===== config.mk =====
export PLATFORM = sky130hd
export DESIGN_NAME = ysyx_23060208_ifu
export DESIGN_NICKNAME = d
export VERILOG_FILES = /design/src/rtl/ysyx_23060208_pkg.sv /design/src/rtl/ysyx_23060208_ifu.sv
export SDC_FILE = /design/constraint.sdc
export NUM_CORES = 1
export LEC_CHECK = 0
export BUFFER_PORTS_ARGS = -buffer_cell sky130_fd_sc_hd__buf_2
export CAP_MARGIN = 10
export CORE_UTILIZATION = 50
export CTS_CLUSTER_DIAMETER = 120
export DETAILED_ROUTE_END_ITERATION = 16
export PLACE_DENSITY_LB_ADDON = 0.1
export SKIP_LAST_GASP = 1
export SLEW_MARGIN = 15
export SYNTH_ARGS = -nofsm -noshare
export SYNTH_HDL_FRONTEND = slang
export SYNTH_SLANG_ARGS = --single-unit

===== constraint.sdc =====
create_clock -name clock -period 2.9 [get_ports clock]
set_input_delay 0.145 -clock clock [delete_from_list [all_inputs] [get_ports clock]]
set_output_delay 0.145 -clock clock [all_outputs]
set_load 0.03 [all_outputs]

===== src/rtl/ysyx_23060208_pkg.sv =====
// Shared definitions for the ysyx_23060208 core: IFU FSM states, AXI
// response codes and the canonical nop encoding.
package ysyx_23060208_pkg;

  typedef enum logic [1:0] {
    S_IDLE = 2'd0,
    S_AR   = 2'd1,
    S_R    = 2'd2,
    S_OUT  = 2'd3
  } ifu_state_e;

  localparam logic [1:0]  RESP_OKAY = 2'b00;
  localparam logic [31:0] NOP_INST  = 32'h0000_0013;

endpackage


===== src/rtl/ysyx_23060208_ifu.sv =====
// Instruction fetch unit: one AR/R read per pc update, result offered to decode
// on a valid/ready handshake. Define IFU_FAULT_CHECK_EN to add misalignment and
// bus-error detection with the inst_fault output.
module ysyx_23060208_ifu
  import ysyx_23060208_pkg::*;
#(
  parameter int ADDR_WIDTH = 32,
  parameter int DATA_WIDTH = 32
) (
  input  logic                  clock,
  input  logic                  reset,
  input  logic [ADDR_WIDTH-1:0] pc,
  input  logic                  pc_update,
  output logic                  arvalid,
  output logic [ADDR_WIDTH-1:0] araddr,
  input  logic                  arready,
  input  logic                  rvalid,
  input  logic [DATA_WIDTH-1:0] rdata,
  input  logic [1:0]            rresp,
  output logic                  rready,
  output logic                  inst_valid,
  input  logic                  inst_ready,
  output logic [DATA_WIDTH-1:0] inst,
  output logic [ADDR_WIDTH-1:0] inst_pc
`ifdef IFU_FAULT_CHECK_EN
  ,
  output logic                  inst_fault
`endif
);

  ifu_state_e            state_q, state_d;
  logic                  pending_q, pending_d;
  logic [ADDR_WIDTH-1:0] araddr_q, araddr_d;
  logic [DATA_WIDTH-1:0] inst_q, inst_d;
  logic [ADDR_WIDTH-1:0] inst_pc_q, inst_pc_d;
  logic                  inst_valid_q, inst_valid_d;
  logic                  start;
`ifdef IFU_FAULT_CHECK_EN
  logic                  fault_q, fault_d;
`else
  logic                  rresp_unused;
  assign rresp_unused = ^rresp;
`endif

  // Every pc_update goes through pending: the fetch starts one edge later,
  // after the PC register has actually taken the new value.
  always_comb begin
    state_d      = state_q;
    pending_d    = pending_q;
    araddr_d     = araddr_q;
    inst_d       = inst_q;
    inst_pc_d    = inst_pc_q;
    inst_valid_d = inst_valid_q;
    start        = 1'b0;
`ifdef IFU_FAULT_CHECK_EN
    fault_d      = fault_q;
`endif
    case (state_q)
      S_IDLE: begin
        if (pending_q) begin
          start = 1'b1;
`ifdef IFU_FAULT_CHECK_EN
          if (pc[1:0] != 2'b00) begin
            inst_d       = DATA_WIDTH'(NOP_INST);
            inst_pc_d    = pc;
            inst_valid_d = 1'b1;
            fault_d      = 1'b1;
            state_d      = S_OUT;
          end else begin
            araddr_d = pc;
            state_d  = S_AR;
          end
`else
          araddr_d = pc;
          state_d  = S_AR;
`endif
        end
      end
      S_AR: begin
        if (arready) state_d = S_R;
      end
      S_R: begin
        if (rvalid) begin
          inst_d       = rdata;
          inst_pc_d    = araddr_q;
          inst_valid_d = 1'b1;
          state_d      = S_OUT;
`ifdef IFU_FAULT_CHECK_EN
          fault_d = (rresp != RESP_OKAY);
          if (rresp != RESP_OKAY) inst_d = DATA_WIDTH'(NOP_INST);
`endif
        end
      end
      S_OUT: begin
        if (inst_ready) begin
          inst_valid_d = 1'b0;
          state_d      = S_IDLE;
`ifdef IFU_FAULT_CHECK_EN
          fault_d      = 1'b0;
`endif
        end
      end
      default: state_d = S_IDLE;
    endcase
    if (start)     pending_d = 1'b0;
    if (pc_update) pending_d = 1'b1;
  end

  always_ff @(posedge clock) begin
    if (reset) begin
      state_q      <= S_IDLE;
      pending_q    <= 1'b0;
      araddr_q     <= '0;
      inst_q       <= '0;
      inst_pc_q    <= '0;
      inst_valid_q <= 1'b0;
`ifdef IFU_FAULT_CHECK_EN
      fault_q      <= 1'b0;
`endif
    end else begin
      state_q      <= state_d;
      pending_q    <= pending_d;
      araddr_q     <= araddr_d;
      inst_q       <= inst_d;
      inst_pc_q    <= inst_pc_d;
      inst_valid_q <= inst_valid_d;
`ifdef IFU_FAULT_CHECK_EN
      fault_q      <= fault_d;
`endif
    end
  end

  assign arvalid    = (state_q == S_AR);
  assign rready     = (state_q == S_R);
  assign araddr     = araddr_q;
  assign inst       = inst_q;
  assign inst_pc    = inst_pc_q;
  assign inst_valid = inst_valid_q;
`ifdef IFU_FAULT_CHECK_EN
  assign inst_fault = fault_q;
`endif

endmodule


# Word-level counts from Yosys, hierarchy flattened
# Cells that the tools add are included.
# word_totals
regBits	100
inputBits	72
output_inout_bits	99
elab_cells	32
# classes
n_eq_ne	7
n_mux	12
n_reduce_logical	7
# ops
op	n
$mux W2	4
$pmux W2 S4	1
$mux W1	6
$ne A2 B2 Y1 const B	3
$eq A2 B2 Y1 const B	2
$reduce_and A2 Y1	2
$reduce_and A4 Y1	1
$reduce_bool A2 Y1	2
$reduce_and A3 Y1	1
$eq A2 B1 Y1 const B	1
$logic_not A2 Y1	1
$ne A2 B1 Y1 const B	1
$pmux W1 S2	1

# Logic depth before layout (Yosys ltp)
# Gate-level depths: netlist of run 1.
# depth
word_depth	4
depth_mapped	7
ltp_nobuf	5

# Least setup slack after synthesis of run 1
# OpenSTA, ideal clock, no wires.
# synth_timing
path_kind	flip-flop to flip-flop
startpoint	register state_q[0]
endpoint	register inst_pc_q[25] (netlist: inst_pc[25])
setup_time_ns	0.070
t_arrival_ns	1.479
required_time_ns	2.830
path_slack_ns	1.351
path_stages_with_launch	8
n_path_buf	2
period_less_slack_ns	1.549
cell_sequence	dfxtp_1 > inv_1 > ha_1 > and2_4 > buf_12 > buf_8 > nand2_1 > a21oi_2
# synth_between
elab_chain_len	2
# synth_lines
item	line_no	text
start, declared	ysyx_23060208_ifu.sv:31	ifu_state_e state_q, state_d;
start signal, assigned	ysyx_23060208_ifu.sv:121	state_q <= state_d;
$eq A2 B2 Y1	-	
net rready	ysyx_23060208_ifu.sv:20	output logic rready,
$reduce_and A2 Y1 (no line)	-	
end signal, assigned	ysyx_23060208_ifu.sv:125	inst_pc_q <= inst_pc_d;
end, declared	ysyx_23060208_ifu.sv:35	logic [ADDR_WIDTH-1:0] inst_pc_q, inst_pc_d;
# The timed path passes the listed nets, and every way through them passes these cells.
# A chain may end at the register's enable or synchronous reset.

# Worst setup path after layout of run 1
# layout_timing
startpoint	register state_q[0]
endpoint	register inst_q[5] (netlist: inst[5])
# layout_between
elab_chain_len	2
# layout_lines
item	line_no	text
$eq A2 B2 Y1	ysyx_23060208_ifu.sv:58	case (state_q)
$reduce_and A2 Y1 (no line)	-	
end signal, assigned	ysyx_23060208_ifu.sv:124	inst_q <= inst_d;
end, declared	ysyx_23060208_ifu.sv:34	logic [DATA_WIDTH-1:0] inst_q, inst_d;
# No other way between the ends.

==> out/qor.json, run 1 <==
{
  "dr_wl_met3_um": 654,
  "grt_util_all_layers_pct": 22.3,
  "route.final.wire_length_um": 9020,
  "first_global_vias": 2997,
  "synth_enable_flop_cells": 0,
  "ys_seq_elements": 100,
  "synth.yosys.seq_area_share_pct": 53.1,
  "synth_nets": 528,
  "end_kind": "flip-flop",
  "synth.area.top_cells": "sky130_fd_sc_hd__dfxtp_1 53%, sky130_fd_sc_hd__nand2_1 19%, sky130_fd_sc_hd__a21oi_1 9.0%",
  "finalSetupViolCount": 0,
  "grt_antenna_before_repair": 0,
  "rr_worst_depth": 6,
  "required_ps": 3180,
  "dp.final_hpwl_um": 5820,
  "synth-compound-area-share_pct": 16.7,
  "power_density_nw_per_um2": 725,
  "design.core.area_um2": 7250,
  "ir_drop_mv": 0.399,
  "ys.flop_type": "sky130_fd_sc_hd__dfxtp_1",
  "clk_latency_ps": 360,
  "timing.fmax_mhz": 517,
  "hold_path_startpoint": "pc_update",
  "final_util_pct": 67.6,
  "critical_path.max_fanout": 58,
  "worstHoldPathType": "input pin to flip-flop",
  "h_tree_level_count": 3,
  "postCtsSetupRepairBufs": 0,
  "cts_tree": "built",
  "synth-async-reset-ratio_pct": 0,
  "ys_warn_count": 0,
  "synth-simple-area-share_pct": 22.0,
  "final-hold-violation-count": 0,
  "critPathKind": "flip-flop to flip-flop",
  "gp_routability_congestion": 0.715,
  "io_buffer_count": 168,
  "tritoncts.num_buffers": 9,
  "diodes": 0,
  "grt_start_max_net_pins": 90,
  "synthToLayoutAreaGrowth_pct": 30.0,
  "row_count": 31,
  "routed-via-count": 3467,
  "status": "finished clean",
  "unrepaired_setup_endpoints_after_global_routing": "false",
  "drt_first_pass_iters": 4,
  "fp.dieArea_um2": 7890,
  "synth_xor_area_share_pct": 0,
  "grt_pass1_wl_um": 13500,
  "regToRegStartpoint": "state_q[0]",
  "max_cap_violations": 0,
  "timing.reg2reg.setup_slack_ps": 970,
  "clock_path_buffers": 2,
  "die_w_um": 88.8,
  "layout_commonest_cell": "sky130_fd_sc_hd__nand2_1",
  "global_route.overflow_total": 0,
  "synth_largest_type_area_fraction_pct": 53.1,
  "floorplan.die.height_um": 88.8,
  "finalCritPeriodShare_pct": 66.7,
  "initial_drc_count": 133,
  "final.setup_skew_ps": 10.9,
  "io_pins": 171,
  "wl_per_cell_um": 12.5,
  "worstSetupStartpointType": "flip-flop",
  "synth_top_family_by_area": "simple AND/OR/NAND/NOR gates",
  "antenna_left": 0,
  "fillerInstances": 656,
  "wirelength_met1_um": 3870,
  "synth.distinct_cells": 25,
  "detail_route.vias_per_cell": 4.82,
  "synth_adder_area_share_pct": 1.66,
  "lkg_pwr_nw": 2.15,
  "clock_input_transition_at_the_sequential_cells_of_the_worst_setup_and_hold_paths_ps": 100,
  "met2WireLength_um": 4310,
  "reg2reg_to": "inst[5]",
  "nets": 693,
  "synth_area_um2": 3770,
  "drc": 0,
  "slew_violations": 0,
  "ratio_of_cells_with_drive_above_1_in_the_final_layout_pct": 36.1,
  "whs_endpoint": "pending_q",
  "largest_area_contributor_in_the_netlist": "sky130_fd_sc_hd__dfxtp_1",
  "slew_worst_pin_ps": 1040,
  "slew-limit-headroom_pct": 30.8,
  "setup.worst_path.start": "state_q[0]",
  "ctsRootBufferMaster": "sky130_fd_sc_hd__clkbuf_8",
  "hold-path-cell-count": 3,
  "setup_total_negative_slack_ps": 0,
  "period_needed_ps": 1930,
  "mostFrequentLayoutCells": "193 x sky130_fd_sc_hd__nand2_1, 167 x sky130_fd_sc_hd__buf_2, 100 x sky130_fd_sc_hd__dfxtp_1",
  "synthesis.area_per_instance_um2": 8.36,
  "cts.sink_count": 100,
  "synthMuxAreaShare_pct": 0.265,
  "floorplan.initialDensity_pct": 52.0,
  "top_layer": "met4",
  "worst_ep_arrival_time_ps": 2210,
  "post_synth_inst_count": 451
}
## registers in the layout, summed over array words and instances (netlist names)
register    cells
state_q         2
inst_pc        32
inst           32
araddr         32
pending_q       1
inst_valid      1
## cell families (layout without fill, tap and decap cells)
kind of cell               Yosys count  count (layout)
AOI/OAI and AO/OA                  101             101
adders and majority gates            5               5
buffers and inverters               34             203
DFF                                100             100
muxes                                1               1
and+or+nand+nor                    210             210
## repair_timing
action | CTS | global route
gates resized for setup | 0 | 0
hold buffers | 11 | 0
endpoints found under the hold margin | 11 | 0
## critical path, cell delays in order (launching register included)
cell                      delay, ps
sky130_fd_sc_hd__dfxtp_1        360
sky130_fd_sc_hd__inv_1          100
sky130_fd_sc_hd__ha_1           280
sky130_fd_sc_hd__and2_4         600
sky130_fd_sc_hd__buf_4          270
sky130_fd_sc_hd__nand2_1         70
sky130_fd_sc_hd__a21oi_1        140
## report_power, final
| group | internal (W) | switching (W) |
|---|---|---|
| Combinational | 0.000300 | 0.000680 |
| Clock | 0.000510 | 0.000470 |
| Sequential | 0.00151 | 0.0000860 |
| Total | 0.00232 | 0.00124 |
## cell type report
cell class	instances	area (um2)	share of cell area, %
clock buffers	10	138	2.81
clock inverters	5	85.1	1.74
inverters	3	11.3	0.230
multi-input cells	317	1530	31.2
flip-flops and latches	100	2000	40.8
well taps	99	124	2.53
repair buffers	185	1010	20.6
## through the flow
stage / area, um2 / instances / setup slack, ps / hold WS (ps) / total power, W
floorplan: 3770 / 451 / 1350 / 262 / 0.00237
global placement: 4570 / 693 / 1060 / 368 / 0.00258
detailed placement: 4570 / 693 / 977 / 374 / 0.00260
CTS: 4900 / 719 / 939 / 0.955 / 0.00358
global route: 4900 / 719 / 789 / 0.523 / 0.00374
finish: 4900 / 719 / 967 / 8.52 / 0.00355
## how the worst max path moves through the flow
stage             endpoint  slack [ps]  cells past startpoint
2_1_floorplan  inst_pc[25]        1350                      7
4_1_cts            inst[5]         940                      6
3_3_place_gp    inst_pc[2]        1060                      6
3_5_place_dp       inst[4]         980                      6
5_1_grt            inst[5]         790                      6
6_report           inst[5]         970                      6
## synth_stat cells (2+ instances only)
library cell and count:
sky130_fd_sc_hd__inv_1 3, sky130_fd_sc_hd__buf_4 3, sky130_fd_sc_hd__clkbuf_1 7, sky130_fd_sc_hd__nand2b_1 7, sky130_fd_sc_hd__dfxtp_1 100, sky130_fd_sc_hd__buf_1 2, sky130_fd_sc_hd__nor2_1 2, sky130_fd_sc_hd__buf_8 6
sky130_fd_sc_hd__ha_1 5, sky130_fd_sc_hd__buf_2 12, sky130_fd_sc_hd__a21oi_2 31, sky130_fd_sc_hd__a21oi_1 68, sky130_fd_sc_hd__nand2_1 193
## per-layer routing
metal  global-route usage, %  vias to the layer above
met5                       0                        -
met4                    10.4                        0
met1                    26.4                     1576
met2                    37.6                      104
met3                    6.06                       16
li1                        -                     1771
Note: power is estimated with default switching activity, not from simulation.
==> run 2: changes to the inputs <==
CORE_UTILIZATION = 42   (was 50)
clock period = 1.7 ns   (was 2.9 ns; I/O delays follow)
==> run 2 against run 1 <==
Net effect:
- global-route usage down 0.25 points
- worst hold slack better by 140 ps
- power grew 72%
- routed wire length up 14%
- critical path depth stayed put
- register-to-register slack worse by 820 ps
- via count up 7.8%
- non-clock buffer count increased by 60
- die area grew 19%
- highest routed layer unchanged
==> out/qor.json, run 2 (synthesis gave the netlist of run 1 again) <==
{
  "max_cap_violations": 0,
  "slew_violations": 0,
  "ir_drop_mv": 0.616,
  "finalCritPeriodShare_pct": 91.5,
  "final-hold-violation-count": 0,
  "clock_path_buffers": 2,
  "drc": 0,
  "slew-limit-headroom_pct": 66.2,
  "global_route.overflow_total": 0,
  "routed-via-count": 3737,
  "setup.worst_path.start": "state_q[0]",
  "worstSetupStartpointType": "flip-flop",
  "grt_util_all_layers_pct": 22.0,
  "critPathKind": "flip-flop to flip-flop",
  "grt_pass1_wl_um": 16800,
  "gp_routability_congestion": 0.738,
  "fp.dieArea_um2": 9360,
  "mostFrequentLayoutCells": "193 x sky130_fd_sc_hd__nand2_1, 167 x sky130_fd_sc_hd__buf_2, 100 x sky130_fd_sc_hd__dfxtp_1",
  "antenna_left": 0,
  "worstHoldPathType": "input pin to flip-flop",
  "power_density_nw_per_um2": 1100,
  "synthToLayoutAreaGrowth_pct": 46.9,
  "io_buffer_count": 168,
  "final.setup_skew_ps": 10.4,
  "ctsRootBufferMaster": "sky130_fd_sc_hd__clkbuf_8",
  "period_needed_ps": 1560,
  "rr_worst_depth": 6,
  "ratio_of_cells_with_drive_above_1_in_the_final_layout_pct": 33.9,
  "initial_drc_count": 69,
  "cts.sink_count": 100,
  "floorplan.initialDensity_pct": 43.2,
  "lkg_pwr_nw": 2.41,
  "regToRegStartpoint": "state_q[0]",
  "clk_latency_ps": 360,
  "tritoncts.num_buffers": 9,
  "cts_tree": "built",
  "setup_total_negative_slack_ps": 0,
  "grt_start_max_net_pins": 38,
  "first_global_vias": 3677,
  "nets": 753,
  "worst_ep_arrival_time_ps": 1850,
  "layout_commonest_cell": "sky130_fd_sc_hd__nand2_1",
  "wl_per_cell_um": 13.0,
  "io_pins": 171,
  "floorplan.die.height_um": 96.8,
  "grt_antenna_before_repair": 0,
  "detail_route.vias_per_cell": 4.74,
  "design.core.area_um2": 8720,
  "setup.worst_path.end": "inst[17]",
  "h_tree_level_count": 3,
  "slew_worst_pin_ps": 508,
  "timing.reg2reg.setup_slack_ps": 140,
  "required_ps": 1990,
  "finalSetupViolCount": 0,
  "end_kind": "flip-flop",
  "row_count": 34,
  "critical_path.max_fanout": 29,
  "unrepaired_setup_endpoints_after_global_routing": "false",
  "route.final.wire_length_um": 10300,
  "timing.fmax_mhz": 643,
  "drt_first_pass_iters": 4,
  "reg2reg_to": "inst[17]",
  "status": "finished clean",
  "dp.final_hpwl_um": 6130,
  "diodes": 0,
  "die_w_um": 96.8,
  "fin_total_pwr_w": 0.00611,
  "clock_input_transition_at_the_sequential_cells_of_the_worst_setup_and_hold_paths_ps": 100,
  "postCtsSetupRepairBufs": 0
}
[run 2: area by class of cell]
type                    count  area [um2]
multi-input cells         317        1530
flip-flops and latches    100        2000
well taps                 108         135
fillers                   732        3180
clock buffers              11         151
inverters                   3        11.3
repair buffers            245        1660
clock inverters             5        45.0
[run 2: metal layers]
layer,up-vias,track usage (%),share of wire [%]
met1,1696,25.9,44
li1,1896,-,-
met4,0,8.61,2.2
met3,18,5.20,5.4
met2,127,38.6,48
met5,-,0,0
[run 2: through the flow]
step	instances	hold slack, ps	utilization (%)	area (um2)	setup slack (ps)
final	789	146	63.5	5540	144
after detailed placement	708	331	53.8	4690	125
after floorplan	451	202	-	3770	151
after global routing	789	128	63.5	5540	4.18
after global placement	708	319	53.8	4690	190
after CTS	789	115	63.5	5540	110
[run 2: power breakdown]
| part | switching, W | internal [W] |
|---|---|---|
| clock network | 0.000838 | 0.000631 |
| logic | 0.00123 | 0.000692 |
| registers | 0.000151 | 0.00257 |
| total | 0.00222 | 0.00389 |
[run 2: worst min-delay path by stage]
stage          startpoint  slack (ps)    endpoint  cells past startpoint
2_1_floorplan   pc_update         200   pending_q                      2
3_3_place_gp    pc_update         320   pending_q                      3
3_5_place_dp        pc[3]         330   araddr[3]                      3
4_1_cts        inst_ready         110  inst_valid                      4
5_1_grt        inst_ready         130  inst_valid                      4
6_report       inst_ready         150  inst_valid                      4
[run 2: what timing repair did]
action | 4_1_cts | 5_1_grt
endpoints found under the hold margin | 65 | 0
hold buffers | 65 | 0
gates resized for setup | 0 | 1
setup endpoints to repair | 0 | 3
[run 2: critical path, stage by stage, from the launching register on]
cell,delay (ps)
sky130_fd_sc_hd__dfxtp_1,370
sky130_fd_sc_hd__inv_1,100
sky130_fd_sc_hd__ha_1,280
sky130_fd_sc_hd__and2_4,220
sky130_fd_sc_hd__buf_6,240
sky130_fd_sc_hd__nand2_1,120
sky130_fd_sc_hd__a21oi_1,160
